===== src/rtl/grad_pkg.sv =====
// Shared types and sizes for the gradient (Sobel) stage of the edge detector.
// Optional direction output is controlled by the GRAD_DIR_EN macro (see sobel_kernel).
package grad_pkg;

    localparam int ROW_W  = 16;
    localparam int GRAD_W = ROW_W - 2;

    typedef logic [7:0] pixel_t;

    typedef enum logic [1:0] {
        DIR_0,
        DIR_45,
        DIR_90,
        DIR_135
    } grad_dir_t;

    typedef enum logic [1:0] {
        S_IDLE,
        S_COMPUTE,
        S_DONE
    } state_t;

endpackage


===== src/rtl/sobel_kernel.sv =====
// Combinational 3x3 Sobel: magnitude (|Gx|+|Gy|)>>SHIFT and a 2-bit direction code.
// Direction comparators exist only when GRAD_DIR_EN is defined; otherwise dir_o is 0.
module sobel_kernel
    import grad_pkg::*;
#(
    parameter int SHIFT = 3
) (
    input  pixel_t [2:0][2:0] win_i,
    output logic   [7:0]      mag_o,
    output grad_dir_t         dir_o
);

    logic signed [10:0] s [3][3];
    logic signed [10:0] gx;
    logic signed [10:0] gy;
    logic        [10:0] ax;
    logic        [10:0] ay;
    logic        [11:0] sum;

    always_comb begin
        for (int r = 0; r < 3; r++) begin
            for (int c = 0; c < 3; c++) begin
                s[r][c] = signed'({3'b000, win_i[r][c]});
            end
        end
    end

    assign gx = (s[0][2] + s[1][2] + s[1][2] + s[2][2]) - (s[0][0] + s[1][0] + s[1][0] + s[2][0]);
    assign gy = (s[2][0] + s[2][1] + s[2][1] + s[2][2]) - (s[0][0] + s[0][1] + s[0][1] + s[0][2]);

    assign ax  = gx[10] ? 11'(-gx) : 11'(gx);
    assign ay  = gy[10] ? 11'(-gy) : 11'(gy);
    assign sum = {1'b0, ax} + {1'b0, ay};
    // Sum never exceeds 2040, so the shifted value always fits 8 bits.
    assign mag_o = 8'(sum >> SHIFT);

`ifdef GRAD_DIR_EN
    always_comb begin
        if ({ay, 1'b0} <= {1'b0, ax}) begin
            dir_o = DIR_0;
        end else if ({ax, 1'b0} <= {1'b0, ay}) begin
            dir_o = DIR_90;
        end else if (gx[10] == gy[10]) begin
            dir_o = DIR_45;
        end else begin
            dir_o = DIR_135;
        end
    end
`else
    assign dir_o = DIR_0;
`endif

endmodule


===== src/rtl/gradient_controller.sv =====
// Sliding 3-row window over blurred rows; one Sobel column per cycle, grad_final when done.
// Direction output is built only with GRAD_DIR_EN defined; otherwise grad_dir reads 0.
module gradient_controller
    import grad_pkg::*;
#(
    parameter int ROW_W = 16,
    parameter int SHIFT = 3
) (
    input  logic                   clk,
    input  logic                   rst,
    input  logic                   blur_final,
    input  logic                   row_first,
    input  logic [ROW_W-1:0][7:0]  blur_row,
    output logic [ROW_W-3:0][7:0]  grad_out,
    output logic [ROW_W-3:0][1:0]  grad_dir,
    output logic                   grad_final,
    output logic                   busy,
    output logic                   overrun
);

    localparam int GW = ROW_W - 2;
    localparam int CW = $clog2(ROW_W);

    state_t                  state_q;
    logic [ROW_W-1:0][7:0]   win0_q;
    logic [ROW_W-1:0][7:0]   win1_q;
    logic [ROW_W-1:0][7:0]   win2_q;
    logic [CW-1:0]           col_q;
    logic [GW-1:0][7:0]      grad_q;
    logic [GW-1:0][1:0]      dir_q;
    logic                    final_q;
    logic                    busy_q;
    logic                    ovr_q;

    pixel_t [2:0][2:0]       win;
    logic   [7:0]            mag;
    grad_dir_t               dir;

    // The single kernel is time-multiplexed across columns by col_q.
    always_comb begin
        for (int c = 0; c < 3; c++) begin
            win[0][c] = win0_q[col_q + CW'(c)];
            win[1][c] = win1_q[col_q + CW'(c)];
            win[2][c] = win2_q[col_q + CW'(c)];
        end
    end

    sobel_kernel #(
        .SHIFT (SHIFT)
    ) u_sobel (
        .win_i (win),
        .mag_o (mag),
        .dir_o (dir)
    );

    always_ff @(posedge clk or posedge rst) begin
        if (rst) begin
            state_q <= S_IDLE;
            win0_q  <= '0;
            win1_q  <= '0;
            win2_q  <= '0;
            col_q   <= '0;
            grad_q  <= '0;
            dir_q   <= '0;
            final_q <= 1'b0;
            busy_q  <= 1'b0;
            ovr_q   <= 1'b0;
        end else begin
            final_q <= 1'b0;
            if (blur_final && state_q != S_IDLE) begin
                ovr_q <= 1'b1;
            end
            case (state_q)
                S_IDLE: begin
                    if (blur_final) begin
                        // First row of a frame replicates into all three rows (top border).
                        if (row_first) begin
                            win0_q <= blur_row;
                            win1_q <= blur_row;
                        end else begin
                            win0_q <= win1_q;
                            win1_q <= win2_q;
                        end
                        win2_q  <= blur_row;
                        col_q   <= '0;
                        busy_q  <= 1'b1;
                        state_q <= S_COMPUTE;
                    end
                end
                S_COMPUTE: begin
                    grad_q[col_q] <= mag;
                    dir_q[col_q]  <= dir;
                    if (col_q == CW'(GW - 1)) begin
                        final_q <= 1'b1;
                        state_q <= S_DONE;
                    end else begin
                        col_q <= col_q + 1'b1;
                    end
                end
                S_DONE: begin
                    busy_q  <= 1'b0;
                    state_q <= S_IDLE;
                end
                default: begin
                    busy_q  <= 1'b0;
                    state_q <= S_IDLE;
                end
            endcase
        end
    end

    assign grad_out   = grad_q;
    assign grad_dir   = dir_q;
    assign grad_final = final_q;
    assign busy       = busy_q;
    assign overrun    = ovr_q;

endmodule

===== config.mk =====
export PLATFORM = sky130hd
export DESIGN_NAME = gradient_controller
export DESIGN_NICKNAME = d
export VERILOG_FILES = /design/src/rtl/grad_pkg.sv /design/src/rtl/sobel_kernel.sv /design/src/rtl/gradient_controller.sv
export SDC_FILE = /design/constraint.sdc
export NUM_CORES = 2
export LEC_CHECK = 0
export BUFFER_PORTS_ARGS = -buffer_cell sky130_fd_sc_hd__buf_2
export CAP_MARGIN = 40
export CORE_ASPECT_RATIO = 0.8
export CORE_MARGIN = 1
export CORE_UTILIZATION = 25
export DETAILED_ROUTE_END_ITERATION = 16
export HOLD_SLACK_MARGIN = 0.1
export PLACE_DENSITY = 0.47
export REMOVE_ABC_BUFFERS = 1
export SYNTH_ARGS = -nofsm -noshare
export SYNTH_HDL_FRONTEND = slang
export SYNTH_SLANG_ARGS = --single-unit

===== constraint.sdc =====
create_clock -name clk -period 26.4 [get_ports clk]
set_input_delay 5.28 -clock clk [delete_from_list [all_inputs] [get_ports clk]]
set_output_delay 5.28 -clock clk [all_outputs]
set_load 0.1 [all_outputs]

# Word level (Yosys, flattened, before mapping)
# Index checks and enable logic that the tools add are counted.
dict set report word_totals {
  regBits 533
  input_bits 132
  output_inout_bits 143
}
dict set report classes {
  add_sub_neg 19
  order_cmp 4
  n_eq_ne 5
  n_mux 35
  bitwise_logic 3
  reduce_logical 9
}
# cell count
set ops {}
lappend ops {{binary-select mux 8 bit (select 4 bit)} 8}
lappend ops {{two-way mux 128 bit} 2}
lappend ops {{bitwise mux 112 bit} 1}
lappend ops {{adder 11 x 9 -> 11 bit} 8}
lappend ops {{two-way mux 8 bit} 9}
lappend ops {{adder 8 x 8 -> 9 bit} 4}
lappend ops {{demux 8 bit (select 4 bit)} 1}
lappend ops {{AND 28 bit} 1}
lappend ops {{inverter 28 bit} 1}
lappend ops {{two-way mux 11 bit} 2}
lappend ops {{negation 11 bit} 2}
lappend ops {{subtractor 11 bit} 2}
lappend ops {{< comparator 4 x 5 -> 1 bit, second input constant} 3}
lappend ops {{adder 11 bit} 1}
lappend ops {{demux 2 bit (select 4 bit)} 1}
lappend ops {{two-way mux 4 bit} 2}
lappend ops {{case mux 4 bit (2 select lines)} 1}
lappend ops {{two-way mux 2 bit} 3}
lappend ops {{!= test 2 bit, second input constant} 3}
lappend ops {{AND reduction 2 bit} 3}
lappend ops {{adder 4 x 1 -> 4 bit, second input constant} 1}
lappend ops {{adder 4 x 2 -> 4 bit, second input constant} 1}
lappend ops {{equality test 4 bit, second input constant} 1}
lappend ops {{>= comparator 4 x 1 -> 1 bit, second input constant} 1}
lappend ops {{other kinds (9)} 13}

# Longest topological paths before layout
dict set report depth {
  word_depth 11
  ltp_mapped 43
  ltp_nobuf 36
}

# Hierarchy
# A second synthesis with hierarchy kept.
dict set report hier_totals {
  hier_cells 3121
  hier_area_um2 34329.2
}
# mod n_inst cells_per_inst area_per_inst_um2
set modules_own_cells {}
lappend modules_own_cells {gradient_controller 1 2714 30948.4}
lappend modules_own_cells {sobel_kernel 1 407 3380.7}

# Worst setup path before layout
# Ideal clock, no wire load.
dict set report synth_path {
  path_kind {register to register}
  startpoint {reg col_q[0]}
  endpoint {reg grad_q, in the netlist grad_out[79]}
  setup_ps 124
  arrival_ps 10446
  path_slack_ps 15830
  path_stages_with_launch 42
  path_buffers 7
  period_less_slack_ps 10570
  path_cell_list {dfrtp_1 -> clkbuf_1 -> buf_2 -> clkbuf_1 -> buf_1 -> inv_2 -> ha_1 -> clkbuf_1 -> buf_1 -> mux4_2 -> mux4_2 -> ha_1 -> fa_1 -> a21oi_1 -> nor2_1 -> nor2_1 -> o21bai_1 -> a21oi_1 -> [... 6 more ...] -> inv_1 -> ha_1 -> a41o_1 -> o21a_1 -> nor2_1 -> o21ai_1 -> a21oi_1 -> nand2_1 -> xnor2_1 -> ha_1 -> a21o_1 -> a21oi_1 -> nor3b_1 -> a211oi_1 -> a211oi_1 -> buf_2 -> nor3b_1 -> a211o_1}
}
dict set report synth_via {
  elab_chain_len 11
}
# element line_no
set synth_lines {}
lappend synth_lines {{from (decl)} gradient_controller.sv:28} ;# logic [CW-1:0] col_q;
lappend synth_lines {{from (signal assigned)} gradient_controller.sv:97} ;# col_q <= col_q + 1'b1;
lappend synth_lines {{adder 4 x 2 -> 4 bit or adder 4 x 1 -> 4 bit (tied branches)} {gradient_controller.sv:42, gradient_controller.sv:43, gradient_controller.sv:44}}
lappend synth_lines {{binary-select mux 8 bit (select 4 bit), on equally long branches} {gradient_controller.sv:42, gradient_controller.sv:43, gradient_controller.sv:44}}
lappend synth_lines {{two-way mux 8 bit, on equally long branches} {gradient_controller.sv:42, gradient_controller.sv:43, gradient_controller.sv:44}}
lappend synth_lines {{adder 8 x 8 -> 9 bit, on equally long branches} {sobel_kernel.sv:28, sobel_kernel.sv:29}}
lappend synth_lines {{adder 11 x 9 -> 11 bit, on equally long branches (2 in a row)} {sobel_kernel.sv:28, sobel_kernel.sv:29}}
lappend synth_lines {{subtractor 11 bit, on equally long branches} {sobel_kernel.sv:28, sobel_kernel.sv:29}}
lappend synth_lines {{negation 11 bit, on equally long branches} {sobel_kernel.sv:31, sobel_kernel.sv:32}}
lappend synth_lines {{two-way mux 11 bit, on equally long branches} {sobel_kernel.sv:31, sobel_kernel.sv:32}}
lappend synth_lines {{adder 11 bit} sobel_kernel.sv:33} ;# assign sum = {1'b0, ax} + {1'b0, ay};
lappend synth_lines {{bitwise mux 112 bit *} gradient_controller.sv:91} ;# grad_q[col_q] <= mag;
lappend synth_lines {{to (signal, indexed assignment)} gradient_controller.sv:91}
lappend synth_lines {{to (decl)} gradient_controller.sv:29} ;# logic [GW-1:0][7:0] grad_q;
# Mark *: on every way between the ends. The rest lies on a longest branch, timed or not. The select of a mux whose other input is x is not followed.
# A chain may end at the register's enable or synchronous reset.

# Final worst setup path
dict set report layout_path {
  startpoint {reg col_q[1]}
  endpoint {reg grad_q, in the netlist grad_out[7]}
}
# The elaborated chain is that of the path after synthesis.

==> key figures <==
Outcome
  – Outcome: finished clean

Worst setup path
  – Capturing point of the worst reg2reg path: grad_out[7]$_DFFE_PP0P_
  – CP startpoint kind: flip-flop
  – Crit-path max cell delay: 900 ps
  – Slowest CP cell: dfrtp_4
  – R2R setup slack: 15980 ps
  – Largest delay share family, worst path: adder cells
  – Crit path kind: flip-flop to flip-flop
  – FF-to-FF Start: col_q[1]$_DFFE_PP0P_
  – Critical path arrival: 10950 ps
  – Critical path required time: 26930 ps
  – CP Max Fanout: 49
  – Worst setup EP type: flip-flop
  – Register-to-Register Path Depth: 33
  – Crit path buffers/inverters: 4

Floorplanning
  – Die Width: 412 um
  – Die area: 136000 um2
  – I/O pin cnt: 275
  – Die Y: 330 um
  – Initial Util: 25.2%
  – Row count: 120
  – Core Region: 134000 um2

Timing
  – Final Hold Fails: 0
  – Slew @ Worst Pin: 1090 ps
  – TNS Setup: 0 ps
  – Max-slew headroom: 27.3%
  – Clk_skew: 22.8 ps
  – Slew Limit Fails: 0
  – Final worst-path cycle share: 39.5%
  – Unrepaired setup endpoints after global routing: false
  – Fin crit period: 10420 ps
  – FMAX: 0.0960 GHz
  – Final setup vio count: 0

Global routing
  – Largest net degree at the start of global routing: 224
  – Antenna violations before repair: 17
  – First-pass GRT wire length: 156000 um
  – Congestion Overflow GR: 0
  – Vias in the first global route: 23500
  – Total GRT Usage: 15.1%

Final layout
  – Area grow syn2layout: 17.7%
  – Total Nets Final: 3486
  – Share of cells above drive strength 1: 24.7%

Logic synthesis
  – Sequential share of the synthesized area: 39.6%
  – Yosys warning total: 0
  – Avg Inst Size Synth: 11.1 um2
  – #FFs+latches synth: 533
  – Syn Std Cell Area: 33700 um2
  – FFs w/ async S/R, synth: 100%
  – Yosys cell types: 55
  – Number of synthesized flops with an enable pin: 0
  – Dominant register cell in the synthesized netlist: dfrtp_1
  – Cell count after synthesis: 3029

Min path
  – Hold_sp: overrun$_DFFE_PP0P_
  – Worst Hold Class: flip-flop to flip-flop
  – Hold EP: overrun$_DFFE_PP0P_
  – Hold-critical path depth: 1

Route
  – Avg WL per Cell: 20.2 um
  – Vias after detailed routing: 23800
  – Initial drt markers: 1804
  – Final wirelength: 102000 um
  – Drc violations: 0
  – Initial DRT Pass Iterations: 7
  – Detail Route Antenna Nets: 0
  – Via-per-instance ratio: 4.73

Clocking
  – Hold_buf cts: 0
  – Clock Latency Late Sink: 650 ps
  – Root buffer cell: clkbuf_16
  – CTS resizes: 0
  – TritonCTS clock tree: done
  – H-tree depth: 3
  – Clk slew on worst S/H paths: 60 ps
  – Clk sinks: 533
  – Inserted Clock Buffers: 66
  – Clock Path Buffers: 3
  – Post-CTS setup buffer count: 0

Placed design
  – GP Congestion: 0.807
  – Hpwl dp: 73900 um
  – Number of port buffers: 274

Run
  – Max-cap violations: 0
-- routing by layer --
metal | vias to the layer above | routed length, um | track usage (%)
li1 | 11100 | - | -
met1 | 11900 | 48500 | 21.9
met2 | 645 | 44800 | 22.4
met3 | 145 | 6290 | 3.62
met4 | 20 | 1980 | 3.53
met5 | - | 117 | 0
-- synth_stat cells (all sizes together), types with 36 or more instances --
cell type    n  area share, %
clkbuf     145            1.6
mux4       320             21
mux2i      258            7.7
a21oi       36           0.54
buf         69           0.82
fa          70            4.2
o21ai      342            5.1
nand2      748            8.3
inv        156            1.7
xnor2       43            1.1
ha          70            2.6
dfrtp      533             40
-- area by class of cell --
type / count / area (um2)
fill: 13800 / 94100
multi-input combinational: 2126 / 19000
sequential: 533 / 13300
tap: 1769 / 2210
timing repair buffer: 331 / 2140
clock buffer: 103 / 2090
inverter: 156 / 593
clock inverter: 17 / 196
antenna: 2 / 5.00
-- cell families (layout without fill, tap and decap cells) --
logic type               after synthesis  after routing  synth area share, %
AND/OR/NAND/NOR                      873            873                 10.5
flip-flops                           533            533                 39.6
adder cells (fa/ha/maj)              140            140                 6.76
buffers and inverters                370            607                 4.18
AO/OA/AOI/OAI                        448            448                 7.36
other                                  0              2                    0
XOR/XNOR                              60             60                 1.58
multiplexers                         605            605                 30.0
-- layout by cell type (no fill, tap or decap), types with 4 or more instances in the layout --
| cell type | instances |
|---|---|
| a211o_1 | 15 |
| a21o_1 | 14 |
| a21oi_1 | 36 |
| and2_1 | 31 |
| buf_12 | 6 |
| buf_16 | 11 |
| buf_2 | 273 |
| buf_4 | 34 |
| buf_8 | 5 |
| bufinv_16 | 4 |
| clkbuf_1 | 15 |
| clkbuf_16 | 73 |
| clkbuf_8 | 15 |
| clkinv_2 | 9 |
| dfrtp_1 | 529 |
| fa_1 | 70 |
| ha_1 | 68 |
| inv_1 | 150 |
| inv_2 | 5 |
| mux2_1 | 7 |
| mux2_2 | 20 |
| mux2i_1 | 258 |
| mux4_2 | 320 |
| nand2_1 | 747 |
| nand2b_1 | 8 |
| nand3_1 | 7 |
| nand3b_1 | 4 |
| nor2_1 | 20 |
| nor2b_1 | 6 |
| nor3_1 | 17 |
| nor3b_1 | 17 |
| o21a_1 | 6 |
| o21ai_0 | 20 |
| o21ai_1 | 321 |
| o21bai_1 | 13 |
| xnor2_1 | 41 |
| xor2_1 | 10 |
| xor2_2 | 5 |
-- per-stage QoR --
stage | area (um2) | hold WS (ps) | util, % | instances | setup WS [ps]
finish | 39600 | 463 | 29.6 | 5037 | 15980
global route | 39600 | 485 | 29.6 | 5036 | 15140
CTS | 39600 | 470 | 29.6 | 5035 | 15860
detailed placement | 37300 | 455 | 27.9 | 4915 | 15880
global placement | 36900 | 450 | 27.6 | 4894 | 15120
floorplan | 32900 | 476 | - | 2815 | 6220
-- flip-flops by register name, summed over array words and instances (netlist names) --
name / flops
win0_q: 128
win1_q: 128
win2_q: 128
grad_out: 112
grad_dir: 28
col_q: 4
state_q: 2
busy: 1
grad_final: 1
overrun: 1
-- worst reg2reg max path, delay by kind of cell (launching register included) --
kind | cells | cell delay, ps
mux | 2 | 1170
flops | 1 | 900
xor+xnor | 1 | 130
fa+ha+maj | 8 | 3660
compound gates | 13 | 3420
simple gates | 5 | 700
buf+inv | 4 | 360
-- worst max-delay path by stage --
| stage | start | to | slack (ps) | depth (start not counted) |
|---|---|---|---|---|
| after floorplan | rst | busy$_DFFE_PP0P_ | 6220 | 1 |
| after global placement | col_q[0]$_DFFE_PP0P_ | grad_out[46]$_DFFE_PP0P_ | 15120 | 32 |
| after detailed placement | col_q[1]$_DFFE_PP0P_ | grad_out[14]$_DFFE_PP0P_ | 15880 | 35 |
| after CTS | col_q[1]$_DFFE_PP0P_ | grad_out[30]$_DFFE_PP0P_ | 15860 | 35 |
| after global routing | col_q[1]$_DFFE_PP0P_ | grad_out[86]$_DFFE_PP0P_ | 15140 | 35 |
| final | col_q[1]$_DFFE_PP0P_ | grad_out[7]$_DFFE_PP0P_ | 15980 | 33 |
Power is not shown: default switching activity piles up to over one toggle a cycle in this logic, so the estimate is an artifact.
